`src/rtl/key_stream_loader_if.sv`:
```
// rtl/key_stream_loader_if.sv - key intake and key word stream handshake bundle
interface key_stream_loader_if #(
  parameter int KEY_WIDTH  = 256,
  parameter int WORD_WIDTH = 32
);
  logic                  key_valid;
  logic [KEY_WIDTH-1:0]  key_data;
  logic [7:0]            key_id;
  logic                  key_ready;
  logic                  out_valid;
  logic                  out_ready;
  logic [WORD_WIDTH-1:0] out_data;
  logic                  out_last;
  logic [7:0]            out_key_id;

  modport master (
    output key_valid, key_data, key_id, out_ready,
    input  key_ready, out_valid, out_data, out_last, out_key_id
  );

  modport slave (
    input  key_valid, key_data, key_id, out_ready,
    output key_ready, out_valid, out_data, out_last, out_key_id
  );
endinterface

```
`src/rtl/key_stream_loader.sv`:
```
// rtl/key_stream_loader.sv - streams a wide key to the cipher engine word by word, LSW first
module key_stream_loader #(
  parameter int KEY_WIDTH  = 256,
  parameter int WORD_WIDTH = 32,
  parameter int STALL_MAX  = 1024
) (
  input  logic                    clk,
  input  logic                    rst,
  key_stream_loader_if.slave      bus,
  input  logic                    tamper_detect,
  input  logic                    err_clr,
  output logic                    done,
  output logic [1:0]              err
);
  localparam int NWORDS = KEY_WIDTH / WORD_WIDTH;
  localparam int CW     = $clog2(NWORDS);
  localparam int SW     = $clog2(STALL_MAX + 1);
  localparam logic [CW-1:0] LAST_IDX  = CW'(NWORDS - 1);
  localparam logic [SW-1:0] STALL_LIM = SW'(STALL_MAX - 1);

  localparam logic [1:0] IDLE = 2'd0;
  localparam logic [1:0] SEND = 2'd1;
  localparam logic [1:0] WIPE = 2'd2;
  localparam logic [1:0] ERR  = 2'd3;

  logic [1:0]           state;
  logic [KEY_WIDTH-1:0] shadow;
  logic [CW-1:0]        word_cnt;
  logic [SW-1:0]        stall_cnt;
  logic [7:0]           key_id_q;
  logic [1:0]           err_q;
  logic                 ready_int;
  logic                 valid_int;
  logic                 accept;
  logic                 xfer;

  // Tamper gates the handshakes combinationally so a coinciding transfer never counts.
  assign ready_int = (state == IDLE) && !tamper_detect && (err_q == 2'b00);
  assign valid_int = (state == SEND) && !tamper_detect;
  assign accept    = bus.key_valid && ready_int;
  assign xfer      = valid_int && bus.out_ready;

  assign bus.key_ready  = ready_int;
  assign bus.out_valid  = valid_int;
  assign bus.out_data   = valid_int ? shadow[WORD_WIDTH-1:0] : '0;
  assign bus.out_last   = valid_int && (word_cnt == LAST_IDX);
  assign bus.out_key_id = key_id_q;
  assign done           = (state == WIPE);
  assign err            = err_q;

  always_ff @(posedge clk or posedge rst) begin
    if (rst) begin
      state     <= IDLE;
      shadow    <= '0;
      word_cnt  <= '0;
      stall_cnt <= '0;
      key_id_q  <= 8'd0;
      err_q     <= 2'b00;
    end else if (tamper_detect) begin
      state     <= ERR;
      shadow    <= '0;
      key_id_q  <= 8'd0;
      err_q[1]  <= 1'b1;
    end else begin
      case (state)
        IDLE: begin
          if (accept) begin
            shadow    <= bus.key_data;
            key_id_q  <= bus.key_id;
            word_cnt  <= '0;
            stall_cnt <= '0;
            state     <= SEND;
          end
        end
        SEND: begin
          if (xfer) begin
            shadow    <= shadow >> WORD_WIDTH;
            word_cnt  <= word_cnt + 1'b1;
            stall_cnt <= '0;
            if (word_cnt == LAST_IDX) begin
              state <= WIPE;
            end
          end else if (stall_cnt == STALL_LIM) begin
            shadow   <= '0;
            err_q[0] <= 1'b1;
            state    <= ERR;
          end else begin
            stall_cnt <= stall_cnt + 1'b1;
          end
        end
        WIPE: begin
          shadow   <= '0;
          key_id_q <= 8'd0;
          word_cnt <= '0;
          state    <= IDLE;
        end
        ERR: begin
          if (err_clr) begin
            err_q <= 2'b00;
            state <= IDLE;
          end
        end
        default: state <= IDLE;
      endcase
    end
  end
endmodule

```
`src/flat_wrapper.sv`:
```
// flat-port wrapper written by rule: the top's interface ports become plain ports
module key_stream_loader_flat 
#(
  parameter int KEY_WIDTH  = 256,
  parameter int WORD_WIDTH = 32,
  parameter int STALL_MAX  = 1024
)
  (clk, rst, tamper_detect, err_clr, done, err, bus_key_valid, bus_key_data, bus_key_id, bus_out_ready, bus_key_ready, bus_out_valid, bus_out_data, bus_out_last, bus_out_key_id);
  key_stream_loader_if #(.KEY_WIDTH(KEY_WIDTH), .WORD_WIDTH(WORD_WIDTH)) bus_i ();
  input  logic clk;
  input  logic rst;
  input  logic tamper_detect;
  input  logic err_clr;
  output logic done;
  output logic [1:0] err;
  input wire logic [$bits(bus_i.key_valid)-1:0] bus_key_valid;
  input wire logic [$bits(bus_i.key_data)-1:0] bus_key_data;
  input wire logic [$bits(bus_i.key_id)-1:0] bus_key_id;
  input wire logic [$bits(bus_i.out_ready)-1:0] bus_out_ready;
  output wire logic [$bits(bus_i.key_ready)-1:0] bus_key_ready;
  output wire logic [$bits(bus_i.out_valid)-1:0] bus_out_valid;
  output wire logic [$bits(bus_i.out_data)-1:0] bus_out_data;
  output wire logic [$bits(bus_i.out_last)-1:0] bus_out_last;
  output wire logic [$bits(bus_i.out_key_id)-1:0] bus_out_key_id;
  assign bus_i.key_valid = bus_key_valid;
  assign bus_i.key_data = bus_key_data;
  assign bus_i.key_id = bus_key_id;
  assign bus_i.out_ready = bus_out_ready;
  assign bus_key_ready = bus_i.key_ready;
  assign bus_out_valid = bus_i.out_valid;
  assign bus_out_data = bus_i.out_data;
  assign bus_out_last = bus_i.out_last;
  assign bus_out_key_id = bus_i.out_key_id;
  key_stream_loader #(.KEY_WIDTH(KEY_WIDTH), .WORD_WIDTH(WORD_WIDTH), .STALL_MAX(STALL_MAX)) u_core (.clk(clk), .rst(rst), .bus(bus_i), .tamper_detect(tamper_detect), .err_clr(err_clr), .done(done), .err(err));
endmodule
```
`config.mk`:
```
export PLATFORM = sky130hd
export DESIGN_NAME = key_stream_loader_flat
export DESIGN_NICKNAME = d
export VERILOG_FILES = /design/src/rtl/key_stream_loader_if.sv /design/src/rtl/key_stream_loader.sv /design/src/flat_wrapper.sv
export SDC_FILE = /design/constraint.sdc
export NUM_CORES = 1
export LEC_CHECK = 0
export CAP_MARGIN = 20
export CORE_MARGIN = 2
export CORE_UTILIZATION = 35
export CTS_CLUSTER_DIAMETER = 200
export DETAILED_ROUTE_END_ITERATION = 10
export GPL_TIMING_DRIVEN = 0
export PLACE_DENSITY = 0.57
export REMOVE_ABC_BUFFERS = 1
export SLEW_MARGIN = 15
export SYNTH_ARGS = -nofsm -noshare
export SYNTH_HDL_FRONTEND = slang
export SYNTH_SLANG_ARGS = --single-unit
```
`constraint.sdc`:
```
create_clock -name clk -period 11.4 [get_ports clk]
set_input_delay 2.28 -clock clk [delete_from_list [all_inputs] [get_ports clk]]
set_output_delay 2.28 -clock clk [all_outputs]
set_load 0.03 [all_outputs]
```
==> impl_metrics.toml, run 1 <==
[synthesis]
ys_seq_area_frac = 0.488
netlist_area_um2 = 14500
synth_fa_ha_area_frac = 0.00692
synthesis.instances = 1072
ys_top_cells_by_count = "sky130_fd_sc_hd__dfrtp_1, sky130_fd_sc_hd__a22o_1, sky130_fd_sc_hd__mux2_4"
postSynthAreaPerCell_um2 = 13.5
synthMostInstantiatedCell = "sky130_fd_sc_hd__dfrtp_1"
synth-compound-area-share = 0.155
post_synth_and_or_nand_nor_area_fraction = 0.0433
synth-xor-area-share = 0
netlist_top_cells_area = "sky130_fd_sc_hd__dfrtp_1, sky130_fd_sc_hd__mux2_4, sky130_fd_sc_hd__a22o_1"
yosysWarnings = 0
synth_top_family_by_area = "multiplexers"
synthDominantCellAreaShare = 0.488
top_ff_cell_synth = "sky130_fd_sc_hd__dfrtp_1"
synthArstFlopShare = 1.00
synth.area.mux_share = 0.258
postSynthRegisterBits = 282
synthDominantAreaCellType = "sky130_fd_sc_hd__dfrtp_1"
synth_cell_types = 41
synth_enable_flop_cells = 0

[clock_tree]
cts-hold-fix-buffers = 0
cts_root_buffer = "sky130_fd_sc_hd__clkbuf_16"
clk_pin_slew_ps = 60
clk_latency_ps = 530
clock_tree.buffer_depth = 3
cts-htree-levels = 2
numClockSinks = 282
post_cts.repair.setup_buffers = 0
inserted_clock_buffers = 36
cts_tree = "built"
cts_resized = 0

[sta]
clock_skew_ps = 14.2
timing.final.crit_share = 0.614
slew_headroom = 0.366
achievable-frequency_ghz = 0.143
timing_hold_violations_final = 0
tightest_slew_ps = 950
rsz0062_at_grt = "false"
hold_slack_ps = 493
final.setup.tns_ps = 0
fin_ws_ps = 4400
period_needed_ps = 7000
report.final.setup_viol = 0
timing.final.max_slew_violations = 0

[min_path]
whs_path_depth = 1
holdCritStartpoint = "u_core.stall_cnt[10]"
hold_class = "reg2reg"
hold-path-endpoint = "u_core.stall_cnt[10]"

[finish]
area_delta_synth_final_pct = 35.3
postLayoutCoreUtil = 0.479
fin_nets = 1655
finalInstanceArea_um2 = 19600
drive_above_1_share = 0.231

[floorplanning]
die-width_um = 207
starting_density_of_the_core = 0.354
io-pin-count = 316
rows = 74
die_y_um = 207
core_region_area_um2 = 40800
die-area_um2 = 42900

[global_route]
track_usage = 0.163
first_global_vias = 9812
globalRouteOverflowTotal = 0
grt_pass1_wl_um = 56900
grt_start_max_net_pins = 105
initial_antenna_violation_count = 4

[setup_path]
setup.reg_to_reg.worst_slack_ps = 7680
critical_path.startpoint_type = "input port"
timing.reg2reg.worst_path_depth = 10
arrival_worst_endpoint_ps = 4720
critPathTopFamily = "buffers and inverters"
timing.rr.end = "u_core.shadow[38]"
r2r-start = "u_core.state[1]"
cp_cell_sequence = "clkdlybuf4s50_1 > nor2b_4 > buf_12 > and2_1 > clkdlybuf4s50_1"
cpMaxStageDelayCell = "sky130_fd_sc_hd__clkdlybuf4s50_1"
crit_path_frequent_cell = "sky130_fd_sc_hd__clkdlybuf4s50_1"
critPathRequiredTime_ps = 9120
crit_path_end_kind = "primary output"
critPathMaxFanout = 21
critPathMaxStageDelay_ps = 740
timing.setup.critical_path_class = "in2out"
crit_path_buffers_inverters = 3

[drt]
antenna_left = 0
initialDrtViolationCount = 512
detail_route.vias_per_cell = 4.96
drt-wirelength-per-cell_um = 18.4
firstDrtPassIters = 4
routed_wirelength_um = 35600
dr_total_vias = 9595
drc_errors = 0

[power]
lkg_pwr_nw = 9.09
vdd_ir_drop_max_mv = 0.0912
cellPowerDensity_nw_per_um2 = 236

[place]
portBuffers = 315
worst_slack_placed_ps = 4370
gpl.final_weighted_congestion = 0.756
place_hpwl_um = 24300
placement.cell_area_um2 = 18400

[run]
maxCapViolCount = 0

[status]
status = "finished, final reports clean"
[sequential cells by signal (all words and copies together) (netlist names)]
name	cells
u_core.shadow	256
u_core.stall_cnt	11
u_core.bus.out_key_id	8
u_core.word_cnt	3
u_core.err	2
u_core.state	2
[where the power goes]
| part | leakage [nW] | switching (W) | internal, W | total, W |
|---|---|---|---|---|
| combinational | 4.78 | 0.000754 | 0.00108 | 0.00184 |
| sequential | 3.75 | 0.000247 | 0.00143 | 0.00168 |
| clock | 0.551 | 0.000425 | 0.000663 | 0.00109 |
| total | 9.09 | 0.00143 | 0.00318 | 0.00461 |
[metal layers]
| layer | share of wire | global-route usage |
|---|---|---|
| met5 | 0.0012 | 0 |
| met4 | 0.023 | 0.0534 |
| met3 | 0.066 | 0.0480 |
| met2 | 0.46 | 0.252 |
| met1 | 0.45 | 0.218 |
[cells by family after synthesis]
family / after synthesis
buffers and inverters: 137
adders and majority gates: 8
and+or+nand+nor: 119
AOI/OAI and AO/OA: 260
muxes: 266
DFF: 282
[area by class of cell]
class                   count  area, um2
diodes                      1       2.50
clock buffers              57       1070
clock inverters             5       50.0
fillers                  3673      21300
inverters                  48        188
multi-input cells         653       6720
flip-flops and latches    282       7060
well taps                 532        666
repair buffers            356       3800
[worst max-delay path by stage]
stage,from,to,slack [ps],cells past startpoint
global placement,bus_out_ready,u_core.shadow[33],-15080,5
global route,tamper_detect,bus_out_data[3],4290,5
finish,tamper_detect,bus_out_data[10],4400,5
CTS,tamper_detect,bus_out_data[10],4370,5
detailed placement,tamper_detect,bus_out_data[10],4370,5
floorplan,bus_out_ready,u_core.shadow[0],-4450,4
[cells in the final DEF, fill, tap and decap left out, types with 13 or more instances in the layout]
master                            netlist  final
sky130_fd_sc_hd__clkdlybuf4s50_1        0    315
sky130_fd_sc_hd__dfrtp_1              282    282
sky130_fd_sc_hd__a22o_1               232    232
sky130_fd_sc_hd__mux2_4               208    208
sky130_fd_sc_hd__inv_1                 48     47
sky130_fd_sc_hd__nand2_1               43     43
sky130_fd_sc_hd__mux2i_1               41     41
sky130_fd_sc_hd__clkbuf_16              0     37
sky130_fd_sc_hd__and2_1                36     36
sky130_fd_sc_hd__mux2_2                17     17
sky130_fd_sc_hd__buf_4                  0     15
sky130_fd_sc_hd__clkbuf_1              59     13
[stage by stage]
step | instances | total power [W]
5_1_grt | 1934 | 0.00489
4_1_cts | 1933 | 0.00467
6_report | 1934 | 0.00461
3_5_place_dp | 1871 | 0.00355
3_3_place_gp | 1830 | 0.00417
2_1_floorplan | 983 | 0.00354
(Power assumes the default switching activity.)
==> run 2: changes to the inputs <==
==> constraint.sdc (replaced) <==
create_clock -name clk -period 6.5 [get_ports clk]
set_input_delay 1.3 -clock clk [delete_from_list [all_inputs] [get_ports clk]]
set_output_delay 1.3 -clock clk [all_outputs]
set_load 0.03 [all_outputs]
==> results of run 2 <==
Same layout as run 1 (identical final DEF). Status: finished, final reports clean.
Among the figures that moved: setup slack after placement 4370 ps -> 1430 ps; setup slack after layout 4400 ps -> 1460 ps; register-to-register setup slack 7680 ps -> 2780 ps; total power 0.00461 W -> 0.00808 W; worst IR drop on VDD 0.0912 mV -> 0.160 mV
